<file path="config.mk">
export PLATFORM = sky130hd
export DESIGN_NAME = serial_frame_tx
export DESIGN_NICKNAME = d
export VERILOG_FILES = /design/src/rtl/serial_frame_pkg.sv /design/src/rtl/serial_frame_tx_bit_timer.sv /design/src/rtl/serial_frame_tx.sv
export SDC_FILE = /design/constraint.sdc
export NUM_CORES = 1
export LEC_CHECK = 0
export ABC_AREA = 1
export BUFFER_PORTS_ARGS = -buffer_cell sky130_fd_sc_hd__buf_4
export CAP_MARGIN = 5
export CORE_MARGIN = 2
export CORE_UTILIZATION = 40
export DETAILED_ROUTE_END_ITERATION = 8
export SYNTH_ARGS = -nofsm -noshare
export SYNTH_HDL_FRONTEND = slang
export SYNTH_HIERARCHICAL = 1
export SYNTH_SLANG_ARGS = --single-unit
</file>
<file path="constraint.sdc">
create_clock -name clk -period 1.83 [get_ports clk]
set_input_delay 0.549 -clock clk [delete_from_list [all_inputs] [get_ports clk]]
set_output_delay 0.549 -clock clk [all_outputs]
set_load 0.02 [all_outputs]
</file>
<file path="src/rtl/serial_frame_pkg.sv">
// Shared definitions for the serial frame transmitter and receiver:
// FSM states, line levels and frame-length arithmetic.
package serial_frame_pkg;

    typedef enum logic [2:0] {
        ST_IDLE   = 3'd0,
        ST_START  = 3'd1,
        ST_DATA   = 3'd2,
        ST_PARITY = 3'd3,
        ST_STOP   = 3'd4
    } state_t;

    localparam logic LINE_IDLE  = 1'b1;
    localparam logic LINE_START = 1'b0;
    localparam logic LINE_STOP  = 1'b1;

    // Bits on the wire for one frame: start + data + optional parity + stop.
    function automatic int unsigned frame_bits(input int unsigned width, input bit parity_en);
        return width + (parity_en ? 32'd1 : 32'd0) + 32'd2;
    endfunction

endpackage

</file>
<file path="src/rtl/serial_frame_tx_bit_timer.sv">
// Bit-period timer: tick is high in the last cycle of each serial bit;
// load restarts a full CLKS_PER_BIT period.
module serial_bit_timer #(
    parameter int CLKS_PER_BIT = 4
) (
    input  logic clk,
    input  logic rst_n,
    input  logic load,
    output logic tick
);

    localparam int CW = $clog2(CLKS_PER_BIT + 1);
    localparam logic [CW-1:0] RELOAD = CW'(CLKS_PER_BIT - 1);

    logic [CW-1:0] cnt;

    // Saturates at zero so a one-cycle bit period never wraps.
    always_ff @(posedge clk or negedge rst_n) begin
        if (!rst_n) begin
            cnt <= '0;
        end else if (load) begin
            cnt <= RELOAD;
        end else if (cnt != '0) begin
            cnt <= cnt - CW'(1);
        end
    end

    assign tick = (cnt == '0);

endmodule

</file>
<file path="src/rtl/serial_frame_tx.sv">
// Parallel-in, serial-out framed transmitter: start bit, data LSB-first,
// optional even parity, stop bit. tx is registered and idles high.
module serial_frame_tx
    import serial_frame_pkg::*;
#(
    parameter int WIDTH        = 9,
    parameter int CLKS_PER_BIT = 4,
    parameter bit PARITY_EN    = 1'b1
) (
    input  logic             clk,
    input  logic             rst_n,
    input  logic [WIDTH-1:0] in_data,
    input  logic             in_valid,
    output logic             in_ready,
    output logic             tx,
    output logic             busy,
    output logic             done
);

    // Handshake: a word is taken on a rising edge where in_valid && in_ready;
    // in_ready depends on state only and is high exactly in IDLE.

    localparam int BW = (WIDTH > 1) ? $clog2(WIDTH) : 1;
    localparam logic [BW-1:0] LAST_BIT = BW'(WIDTH - 1);

    state_t           state;
    logic [WIDTH-1:0] shreg;
    logic [WIDTH-1:0] shreg_next;
    logic [BW-1:0]    bit_idx;
    logic             parity;
    logic             accept;
    logic             tick;
    logic             timer_load;

    assign in_ready   = (state == ST_IDLE);
    assign busy       = ~in_ready;
    assign accept     = in_ready & in_valid;
    assign shreg_next = shreg >> 1;
    assign timer_load = accept | (busy & tick);

    serial_bit_timer #(
        .CLKS_PER_BIT(CLKS_PER_BIT)
    ) u_timer (
        .clk  (clk),
        .rst_n(rst_n),
        .load (timer_load),
        .tick (tick)
    );

    // tx is loaded with the value of the state being entered, so each line
    // level appears on the cycle right after the boundary edge.
    always_ff @(posedge clk or negedge rst_n) begin
        if (!rst_n) begin
            state   <= ST_IDLE;
            tx      <= LINE_IDLE;
            done    <= 1'b0;
            shreg   <= '0;
            bit_idx <= '0;
            parity  <= 1'b0;
        end else begin
            done <= 1'b0;
            case (state)
                ST_IDLE: begin
                    tx <= LINE_IDLE;
                    if (in_valid) begin
                        shreg   <= in_data;
                        parity  <= ^in_data;
                        bit_idx <= '0;
                        tx      <= LINE_START;
                        state   <= ST_START;
                    end
                end
                ST_START: begin
                    if (tick) begin
                        tx    <= shreg[0];
                        state <= ST_DATA;
                    end
                end
                ST_DATA: begin
                    if (tick) begin
                        shreg <= shreg_next;
                        if (bit_idx == LAST_BIT) begin
                            if (PARITY_EN) begin
                                tx    <= parity;
                                state <= ST_PARITY;
                            end else begin
                                tx    <= LINE_STOP;
                                state <= ST_STOP;
                            end
                        end else begin
                            bit_idx <= bit_idx + BW'(1);
                            tx      <= shreg_next[0];
                        end
                    end
                end
                ST_PARITY: begin
                    if (tick) begin
                        tx    <= LINE_STOP;
                        state <= ST_STOP;
                    end
                end
                ST_STOP: begin
                    if (tick) begin
                        tx    <= LINE_IDLE;
                        done  <= 1'b1;
                        state <= ST_IDLE;
                    end
                end
                default: begin
                    tx    <= LINE_IDLE;
                    state <= ST_IDLE;
                end
            endcase
        end
    end

endmodule
</file>
Word-level counts from Yosys, hierarchy flattened
Cells that the tools add are included.

Flip-flop bits (word level): 22. Latch bits: 0. RAM bits: 0. ROM bits: 0. Input port bits: 12. Output and inout port bits: 4. Word-level logic and storage cells: 62. Memories kept: 0.

Add/subtract/negate cells: 2. Multipliers: 0. Divide/modulo/power cells: 0. Order comparisons: 0. Eq/ne operators: 13. Shift-type cells: 0. Muxes and demuxes: 24. Bitwise gates (word level): 4. Reductions and logical operators: 12.

Operators by type and width (count): 3-bit 2-to-1 mux (8); 9-bit 2-to-1 mux (2); 9-bit one-hot mux with 2 select lines (1); 3-bit one-hot mux with 5 select lines (1); 2-bit inequality test (second input constant) (7); 4-bit 2-to-1 mux (3); 9-bit parity (1); 4-bit one-hot mux with 2 select lines (1); 1-bit 2-to-1 mux (7); 3-bit by 2-bit == test with 1-bit output (second input constant) (2); 3-bit logical NOT (2); 3-bit AND reduction (2); 6-bit AND reduction (1); 4-bit by 1-bit adder with 4-bit output (second input constant) (1); 4-bit == test (second input constant) (1); 1-bit one-hot mux with 4 select lines (1); 4-bit AND reduction (1); 2-bit nonzero test (2); 3-bit by 1-bit == test with 1-bit output (second input constant) (1); 3-bit == test (second input constant) (1); 3-bit nonzero test (1); 3-bit by 1-bit subtractor with 3-bit output (second input constant) (1); 1-bit bitwise AND (2); 2-bit by 1-bit inequality test with 1-bit output (second input constant) (1); 4 further kinds (4).

Longest topological paths before layout
Gate-level depths: netlist (run 1).

Depth after elaboration: 5. Depth in mapped cells: 11. Mapped depth without buffers: 10.

Hierarchy
The synthesis (run 1) kept the hierarchy.

Modules (own cells, without submodules): serial_frame_tx (instances 1, cells each 168, area each 1214.9 sq um, seq. area each 476.7 sq um); serial_bit_timer (instances 1, cells each 24, area each 183.9 sq um, seq. area each 75.1 sq um).

Worst setup path after synthesis (run 1)
No wires, ideal clock.

Path type: flip-flop to flip-flop. From: register u_timer.cnt[0]. To: register shreg[0]. Setup time: 0.065 ns. Arrival: 1.367 ns. Required time: 1.765 ns. Slack: 0.398 ns. Stages on the path, launching flop included: 12. Buffers on the path: 1. Clock period less this slack: 1.432 ns. Cells stage by stage: dfrtp_1 -> inv_1 -> ha_1 -> nand2_2 -> inv_1 -> inv_1 -> nand2_4 -> nand2_4 -> nor2_8 -> buf_6 -> o211ai_2 -> nand2_1.

Cells in the longest elaborated chain, start to end: 3.

Ends and longest elaborated chain: from (decl) (RTL line serial_frame_tx_bit_timer.sv:15) `logic [CW-1:0] cnt;`; from (signal assigned) (RTL line serial_frame_tx_bit_timer.sv:24) `cnt <= cnt - CW'(1);`; 3-bit logical NOT (RTL line serial_frame_tx_bit_timer.sv:28) `assign tick = (cnt == '0);`; net tick (RTL line serial_frame_tx.sv:32) `logic tick;`; 2-bit inequality test (no source line); 3-bit AND reduction (no source line); to (signal assigned) (RTL line serial_frame_tx.sv:66) `shreg <= in_data;`; to (signal assigned) (RTL line serial_frame_tx.sv:81) `shreg <= shreg_next;`; to (decl) (RTL line serial_frame_tx.sv:27) `logic [WIDTH-1:0] shreg;`.

The timed path passes the listed nets, and every way through them passes these cells. A chain may end at the register's enable or synchronous reset.

Worst setup path after layout (run 1)
From: register state[1]. To: output in_ready.

Cells in the longest elaborated chain, start to end: 1.

Ends and longest elaborated chain: from (decl) (RTL line serial_frame_tx.sv:26) `state_t state;`; from (signal assigned) (RTL line serial_frame_tx.sv:54) `state <= ST_IDLE;`; from (signal assigned) (RTL line serial_frame_tx.sv:70) `state <= ST_START;`; from (signal assigned) (RTL line serial_frame_tx.sv:76) `state <= ST_DATA;`; 3-bit logical NOT (RTL line serial_frame_tx.sv:35) `assign in_ready = (state == ST_IDLE);`; to (decl) (RTL line serial_frame_tx.sv:14) `output logic in_ready,`.

Every way passes these cells.

==> results of run 1 <==
report_power, final:
group	switching [mW]	leakage (nW)	internal (mW)	total, mW
registers	0.106	0.276	0.698	0.804
logic	0.991	0.580	0.540	1.53
clock network	0.149	0.0210	0.122	0.270
cell families after synthesis:
group / share of synthesized area
compound gates: 0.122
xor+xnor: 0.0250
fa+ha+maj: 0.0358
buf+inv: 0.102
flops: 0.394
simple gates: 0.321
sequential cells by signal, summed over array words and instances (netlist names):
register,flops
tx,1
shreg,9
state,3
bit_idx,4
u_timer/cnt,3
parity,1
done,1
synth_stat cells, drive strengths merged:
library cell,number
xor2,3
buf,1
a31oi,1
o21ai,23
dfrtp,21
o21bai,1
xnor2,1
nand3,17
nor3,1
nor2,13
nand2,65
o22ai,2
o211ai,2
inv,34
a21oi,1
ha,4
clkbuf,1
dfstp,1
metrics by stage:
step / total power, mW / instance area, µm² / setup slack, ps / util / hold slack (ps)
finish: 2.61 / 1620 / 46.6 / 0.485 / 97.6
global route: 2.86 / 1620 / 3.54 / 0.485 / 111
global placement: 2.24 / 1560 / 326 / 0.468 / 455
CTS: 2.61 / 1610 / 19.1 / 0.482 / 101
detailed placement: 2.31 / 1560 / 253 / 0.468 / 458
floorplan: 1.96 / 1400 / 398 / - / 253
worst min path at each step:
stage               start                          to  slack, ps  cells past startpoint
floorplan           rst_n      bit_idx[0]$_DFFE_PN0P_        250                      0
detailed placement  rst_n        shreg[5]$_DFFE_PN0P_        460                      1
CTS                 rst_n        shreg[5]$_DFFE_PN0P_        100                      1
global placement    rst_n  u_timer/cnt[2]$_DFFE_PN0P_        460                      1
global route        rst_n  u_timer/cnt[2]$_DFFE_PN0P_        110                      1
finish              rst_n  u_timer/cnt[2]$_DFFE_PN0P_        100                      1
area by class of cell:
class | instances | area (µm²) | area share
multi-input combinational | 134 | 707 | 0.437
inverter | 34 | 130 | 0.0804
timing repair buffer | 18 | 135 | 0.0835
sequential | 22 | 553 | 0.342
tap | 46 | 57.6 | 0.0355
clock buffer | 4 | 36.3 | 0.0224
routing by layer:
layer  up-vias  wire [µm]  track usage
li1        638          -            -
met3         5        105       0.0375
met5         -          0            0
met1       560       1340        0.192
met4         0         34       0.0528
met2        17       1400        0.279
worst max-delay path, stage by stage, from the launching register on:
cell	delay, ps
dfrtp_1	430
nor2_2	130
nand2_2	120
inv_4	100
buf_4	140
what timing repair did:
item	in CTS	in global routing
endpoints found under the hold margin	0	0
hold buffers	0	0
resized for setup	1	2
endpoints found under the setup margin	1	1
setup buffers	1	1
==> metrics, run 1 <==
initial antenna violation count 0; area delta synth->final 15.7%; top cells by area in the synthesized netlist dfrtp_1 (38%), nand2_1 (15%), inv_1 (8.1%); Synthesis Warnings 6; die area 3990 µm²; final period demand of the worst path 1780 ps; Max Fanout on Critical Path 4; vias after detailed routing 1220; run status complete, no violations; Die Wd 63.1 µm; count of TritonRoute iterations in the first routing pass 4; maximum number of pins on one net before global-route repair 23; root buffer cell clkbuf_4; most common cell after layout, fill and taps aside nand2_1; worst-case headroom to the max-slew limit 0.811; clock transition at the registers of the reported paths 120 ps; total wire length 2.88 mm; RR Endpoint shreg[4]$_DFFE_PN0P_; category of the worst setup path launch point register; clk sinks 22; WS Path Type register to output pin; Final Hold Vio Count 0; I/O Buffers 15; average vias per placed instance 4.73; class of the worst hold path input pin to async pin; power per cell area 1610 nW/µm²; total clock buffers created by CTS 3; final standard cell count with taps included and fillers excluded 258; r2r setup slk 230 ps; most used cells in the layout excluding fill and tap cells nand2_1 (57), inv_1 (30), dfrtp_1 (20); last weighted congestion value of the routability-driven placer 0.824; total placed cells including tap cells 252; number of nets produced by synthesis 208; Worst EP required 1280 ps; post-route clock skew 5.36 ps; cell area after synthesis 1400 µm²; distinct cell type count of the synthesized netlist 26; RSZ-0062 raised after global routing false; DRC Markers 0; Setup crit start state[1]$_DFFE_PN0P_; vias in the first global route 1211; Net count, final 229; ratio of cells with drive above 1 in the final layout 0.198; insertion delay of the later-clocked pin in the worst-skew pair 310 ps; kind of end point of the critical path output pin; synthesized netlist cell count 192; Max Clk Rate 561 MHz; worst endpoint data arrival time 1230 ps; Post-Synthesis Mean Instance Area 7.29 µm²; CP endpoint in_ready; number of filler cells placed in the layout 335; number of ports placed on the die boundary 16; first-pass GRT wire length 5.09 mm; global-route total usage across every layer 0.160; final worst-path cycle share 0.975; number of register bits inferred by synthesis 22; Setup TNS 0 ps; initial DRC count 78; Initial Utilization 0.419; die height 63.1 µm; Seq/Total Area, Yosys 0.394; row count 21; remaining global-route overflow 0; Slew Viols, Final 0; antenna diode count 0; maximum number of buffers from clock root to sink 2; count of nets left with antenna violations after detail routing 0; number of levels in the clock H-tree 1; Synth area leader dfrtp_1; top cell type's share of synthesized area 0.376; depth of the worst register-to-register path 10; worst supply voltage drop on vdd 1.03 mV; wire length per cell 11.2 µm; LEAKAGE 0.877 nW; placed wire-length estimate 2.23 mm; count of maximum capacitance violations 0; clock tree from TritonCTS built; worst r2r src u_timer/cnt[0]$_DFFE_PN0P_; setup violators final 0; transition time at the pin with the least slew margin 283 ps; area of the core 3340 µm²
(Power assumes the default switching activity.)
==> run 2, diff against run 1 <==
BUFFER_PORTS_ARGS = default   (was -buffer_cell sky130_fd_sc_hd__buf_4)
DONT_BUFFER_PORTS = 1   (was default)
==> metrics, run 2 (synthesis results as in run 1) <==
antenna diode count 0 (unchanged); worst-path cell chain nor2_2 -> nand2_4 -> inv_4 (was nor2_2 -> nand2_2 -> inv_4 -> buf_4); setup violators final 0 (unchanged); category of the worst setup path launch point register (unchanged); transition time at the pin with the least slew margin 980 ps (was 283 ps); remaining global-route overflow 0 (unchanged); cell at the slowest stage of the critical path dfrtp_1 (unchanged); overall power after layout 2.51 mW (was 2.61 mW); number of flip-flops under the largest register name 9 (unchanged); r2r setup slk 250 ps (was 230 ps); initial DRC count 50 (was 78); area used by multi-input combinational logic 712 µm² (was 707 µm²); run status complete, no violations (unchanged); final critical-path setup slack 74.1 ps (was 46.6 ps); power per cell area 1660 nW/µm² (was 1610 nW/µm²); class of the worst hold path input pin to async pin (unchanged); die height 63.1 µm (unchanged); Max Clk Rate 570 MHz (was 561 MHz); worst-case headroom to the max-slew limit 0.345 (was 0.811); final worst-path cycle share 0.959 (was 0.975); global-route total usage across every layer 0.157 (was 0.160); Regs by FF count shreg x9, bit_idx x4 (unchanged); number of filler cells placed in the layout 346 (was 335); Die Wd 63.1 µm (unchanged); vias after detailed routing 1188 (was 1220); die area 3990 µm² (unchanged); worst endpoint data arrival time 1210 ps (was 1230 ps); clock tree from TritonCTS built (unchanged); top register by number of flip-flops shreg (unchanged); final period demand of the worst path 1760 ps (was 1780 ps); post-route clock skew 7.15 ps (was 5.36 ps); total wire length 2.86 mm (was 2.88 mm); total clock buffers created by CTS 3 (unchanged); switching component of the power 1.23 mW (was 1.25 mW); relative contribution of the clock network to total power 0.109 (was 0.104); kind of end point of the critical path output pin (unchanged); area delta synth->final 8.14% (was 15.7%); RSZ-0062 raised after global routing false (unchanged); storage element area 552 µm² (was 553 µm²); initial antenna violation count 0 (unchanged); WS Path Type register to output pin (unchanged); LEAKAGE 0.806 nW (was 0.877 nW); share of total power in combinational logic 0.563 (was 0.588); maximum number of pins on one net before global-route repair 22 (was 23); Slew Viols, Final 0 (unchanged); first-pass GRT wire length 4.97 mm (was 5.09 mm); vias in the first global route 1195 (was 1211); last weighted congestion value of the routability-driven placer 0.828 (was 0.824); sequential cell fraction of total power 0.329 (was 0.309); Max Fanout on Critical Path 4 (unchanged); Final Hold Vio Count 0 (unchanged); Initial Utilization 0.419 (unchanged); Worst EP required 1280 ps (about the same); count of maximum capacitance violations 0 (unchanged); count of nets left with antenna violations after detail routing 0 (unchanged); wire length per cell 11.8 µm (was 11.2 µm); ratio of cells with drive above 1 in the final layout 0.127 (was 0.198); most used cells in the layout excluding fill and tap cells nand2_1 (57), inv_1 (30), dfrtp_1 (21) (was nand2_1 (57), inv_1 (30), dfrtp_1 (20)); number of levels in the clock H-tree 1 (unchanged); worst supply voltage drop on vdd 1.11 mV (was 1.03 mV); area of the core 3340 µm² (unchanged); DRC Markers 0 (unchanged); setup slack after placement 252 ps (was 253 ps); Finished Cell Area 1510 µm² (was 1620 µm²); most common cell after layout, fill and taps aside nand2_1 (unchanged); internal power summed over all cells 1.29 mW (was 1.36 mW); Finished Core Util 0.453 (was 0.485); Setup TNS 0 ps (unchanged); number of ports placed on the die boundary 16 (unchanged); row count 21 (unchanged); Area after DPL 1450 µm² (was 1560 µm²); Net count, final 214 (was 229); placed wire-length estimate 2.22 mm (was 2.23 mm); clock transition at the registers of the reported paths 130 ps (was 120 ps); count of TritonRoute iterations in the first routing pass 4 (unchanged); Switching Share 0.488 (was 0.478); maximum number of buffers from clock root to sink 2 (unchanged); root buffer cell clkbuf_4 (unchanged); slowest cell delay on critical path 440 ps (was 430 ps); insertion delay of the later-clocked pin in the worst-skew pair 310 ps (about the same); clk sinks 22 (unchanged); average vias per placed instance 4.89 (was 4.73); I/O Buffers 0 (was 15)
==> run 2: cell count changes in the layout (fill, tap and decap cells not counted) <==
cell	previous run	this run
dlygate4sd3_1	0	1
dfrtp_1	20	21
nand2_2	4	3
buf_4	18	2
dfrtp_2	1	0
nand2_4	4	5
==> run 2: final timing paths <==
path,start,end,cells after the start
worst max-delay path,state[0]$_DFFE_PN0P_,in_ready,3
worst min-delay path,rst_n,tx$_DFFE_PN1P_,0
worst max register to register,u_timer/cnt[0]$_DFFE_PN0P_,shreg[5]$_DFFE_PN0P_,10
worst min register to register,parity$_DFFE_PN0P_,parity$_DFFE_PN0P_,2
max in group asynchronous,rst_n,state[1]$_DFFE_PN0P_,1
min in group clk,in_data[0],shreg[0]$_DFFE_PN0P_,2
==> run 2: layout make-up <==
type                            count  share of cell area
Tap cell                           46              0.0380
Sequential cell                    22               0.365
Timing Repair Buffer                3              0.0165
Clock buffer                        4              0.0240
Inverter                           34              0.0860
Multi-Input combinational cell    134               0.471
==> run 2: metrics by stage <==
| stage | hold WS, ps | instances |
|---|---|---|
| after global routing | 28.8 | 243 |
| after global placement | 254 | 237 |
| after floorplan | 253 | 192 |
| final | 65.6 | 243 |
| after CTS | 56.0 | 242 |
| after detailed placement | 254 | 237 |
==> run 2: timing repair <==
action | in CTS | in global routing
resized for setup | 2 | 1
endpoints found under the setup margin | 1 | 1
endpoints found under the hold margin | 21 | 0
pin swaps | 1 | 0
buffers inserted | 0 | 1
hold buffers | 1 | 0
==> run 2: critical path: cells and delay by family, from the launching register on <==
kind | cells | cell delay (ps)
flip-flops | 1 | 440
AND/OR/NAND/NOR | 2 | 320
buffers and inverters | 1 | 130
==> run 2: power by group through the flow <==
stage	Combinational (mW)	Clock (mW)	Sequential (mW)
2_1_floorplan	1.16	0	0.804
3_3_place_gp	1.32	0	0.828
3_5_place_dp	1.37	0	0.833
4_1_cts	1.39	0.279	0.831
5_1_grt	1.61	0.308	0.847
6_report	1.41	0.273	0.826
==> run 2: per-layer routing <==
metal / up-vias / global-route usage / share of wire
li1: 610 / - / -
met1: 556 / 0.183 / 0.46
met2: 18 / 0.275 / 0.49
met3: 4 / 0.0339 / 0.045
met4: 0 / 0.0667 / 0.011
met5: - / 0 / 0
==> run 3, diff against run 2 <==
clock period = 2 ns   (was 1.83 ns; I/O delays follow)
==> metrics, run 3 (synthesis results as in run 1) <==
top register by number of flip-flops shreg (unchanged); clk sinks 22 (unchanged); average vias per placed instance 4.94 (was 4.89); DRC Markers 0 (unchanged); final worst-path cycle share 0.940; total placed cells including tap cells 236 (was 237); most common cell after layout, fill and taps aside nand2_1 (unchanged); Net count, final 212 (was 214); count of TritonRoute iterations in the first routing pass 4 (unchanged); final hold slack 122 ps (was 65.6 ps); placed wire-length estimate 2.19 mm (was 2.22 mm); internal power summed over all cells 1.11 mW (was 1.29 mW); slowest cell delay on critical path 450 ps (was 440 ps); initial antenna violation count 0 (unchanged); global-route total usage across every layer 0.163 (was 0.157); transition time at the pin with the least slew margin 997 ps (was 980 ps); Setup TNS 0 ps (unchanged); count of maximum capacitance violations 0 (unchanged); worst endpoint data arrival time 1280 ps (was 1210 ps); WS Path Type register to output pin (unchanged); number of flip-flops under the largest register name 9 (unchanged); setup slack after placement 413 ps (was 252 ps); category of the worst setup path launch point register (unchanged); area delta synth->final 5.81% (was 8.14%); class of the worst hold path input pin to async pin (unchanged); final standard cell count with taps included and fillers excluded 241 (was 243); wire length per cell 11.8 µm (about the same); count of nets left with antenna violations after detail routing 0 (unchanged); first-pass GRT wire length 5.20 mm (was 4.97 mm); relative contribution of the clock network to total power 0.097 (was 0.109); kind of end point of the critical path output pin (unchanged); number of levels in the clock H-tree 1 (unchanged); setup violators final 0 (unchanged); r2r setup slk 380 ps (was 250 ps); Regs by FF count shreg x9, bit_idx x4 (unchanged); remaining global-route overflow 0 (unchanged); CP delay by family, top flip-flops (unchanged); Detail Route met2 WL 1.36 mm (was 1.40 mm); uppermost layer routed met4 (unchanged); Area after DPL 1440 µm² (was 1450 µm²); length of routed wiring on met1 1.32 mm (was 1.31 mm); last weighted congestion value of the routability-driven placer 0.828 (about the same); number of buffer and inverter instances along the worst setup path 1 (unchanged); maximum number of pins on one net before global-route repair 22 (unchanged); vias in the first global route 1224 (was 1195); run status complete, no violations (unchanged); root buffer cell clkbuf_4 (unchanged); final critical-path setup slack 119 ps (was 74.1 ps); antenna diode count 0 (unchanged); Switching Share 0.499 (was 0.488); Max Clk Rate 532 MHz; worst supply voltage drop on vdd 1.22 mV (was 1.11 mV); Die Wd 63.1 µm (unchanged); area of the core 3340 µm² (unchanged); overall power after layout 2.22 mW (was 2.51 mW); LEAKAGE 0.790 nW (was 0.806 nW); initial DRC count 74 (was 50); total wire length 2.85 mm (was 2.86 mm); Finished Cell Area 1480 µm² (was 1510 µm²); Initial Utilization 0.419 (unchanged); number of ports placed on the die boundary 16 (unchanged); total clock buffers created by CTS 3 (unchanged); maximum number of buffers from clock root to sink 2 (unchanged); I/O Buffers 0 (unchanged); RSZ-0062 raised after global routing false (unchanged); insertion delay of the later-clocked pin in the worst-skew pair 320 ps (was 310 ps); worst-path cell chain nor2_1 -> nand2_2 -> inv_4 (was nor2_2 -> nand2_4 -> inv_4); clock tree from TritonCTS built (unchanged); worst-case headroom to the max-slew limit 0.333 (was 0.345); met3 wire length 108 µm (was 128 µm); cell at the slowest stage of the critical path dfrtp_1 (unchanged); Slew Viols, Final 0 (unchanged); number of filler cells placed in the layout 363 (was 346); die height 63.1 µm (unchanged); ratio of cells with drive above 1 in the final layout 0.108 (was 0.127); share of total power in combinational logic 0.563 (about the same); sequential cell fraction of total power 0.340 (was 0.329); post-route clock skew 16.0 ps (was 7.15 ps); die area 3990 µm² (unchanged); final period demand of the worst path 1880 ps; row count 21 (unchanged); power per cell area 1500 nW/µm² (was 1660 nW/µm²); vias after detailed routing 1191 (was 1188); most used cells in the layout excluding fill and tap cells nand2_1 (57), inv_1 (30), dfrtp_1 (21) (unchanged); clock transition at the registers of the reported paths 130 ps (about the same); Final Hold Vio Count 0 (unchanged); Worst EP required 1400 ps (was 1280 ps); Max Fanout on Critical Path 5 (was 4); Finished Core Util 0.444 (was 0.453); switching component of the power 1.11 mW (was 1.23 mW)
==> run 3: path summary, 6_finish.rpt <==
check / startpoint / to / cells past startpoint
min in group clk: in_data[0] / shreg[0]$_DFFE_PN0P_ / 2
min: rst_n / tx$_DFFE_PN1P_ / 0
max in group asynchronous: rst_n / u_timer/cnt[0]$_DFFE_PN0P_ / 1
min reg2reg: parity$_DFFE_PN0P_ / parity$_DFFE_PN0P_ / 2
max reg2reg: u_timer/cnt[0]$_DFFE_PN0P_ / state[2]$_DFFE_PN0P_ / 10
max: state[0]$_DFFE_PN0P_ / in_ready / 3
==> run 3: cell type report <==
class	instances	area, µm²	area share
multi-input combinational	134	704	0.476
sequential	22	552	0.373
inverter	34	130	0.0879
tap	46	57.6	0.0389
clock buffer	4	26.3	0.0178
timing repair buffer	1	10.0	0.00676
==> run 3: power groups by stage <==
stage	clock [mW]	combinational, mW	sequential [mW]
finish	0.215	1.25	0.754
CTS	0.226	1.25	0.754
floorplan	0	1.06	0.736
detailed placement	0	1.23	0.762
global route	0.243	1.43	0.776
global placement	0	1.19	0.757
==> run 3: per-layer routing <==
layer	vias to the layer above	global-route usage
li1	607	-
met3	6	0.0321
met4	0	0.0778
met5	-	0
met2	19	0.277
met1	559	0.196
==> run 3: timing repair <==
item,in CTS,in global routing
setup buffers,0,0
endpoints found under the hold margin,21,0
gates resized for setup,0,1
endpoints found under the setup margin,0,1
hold buffers,1,0
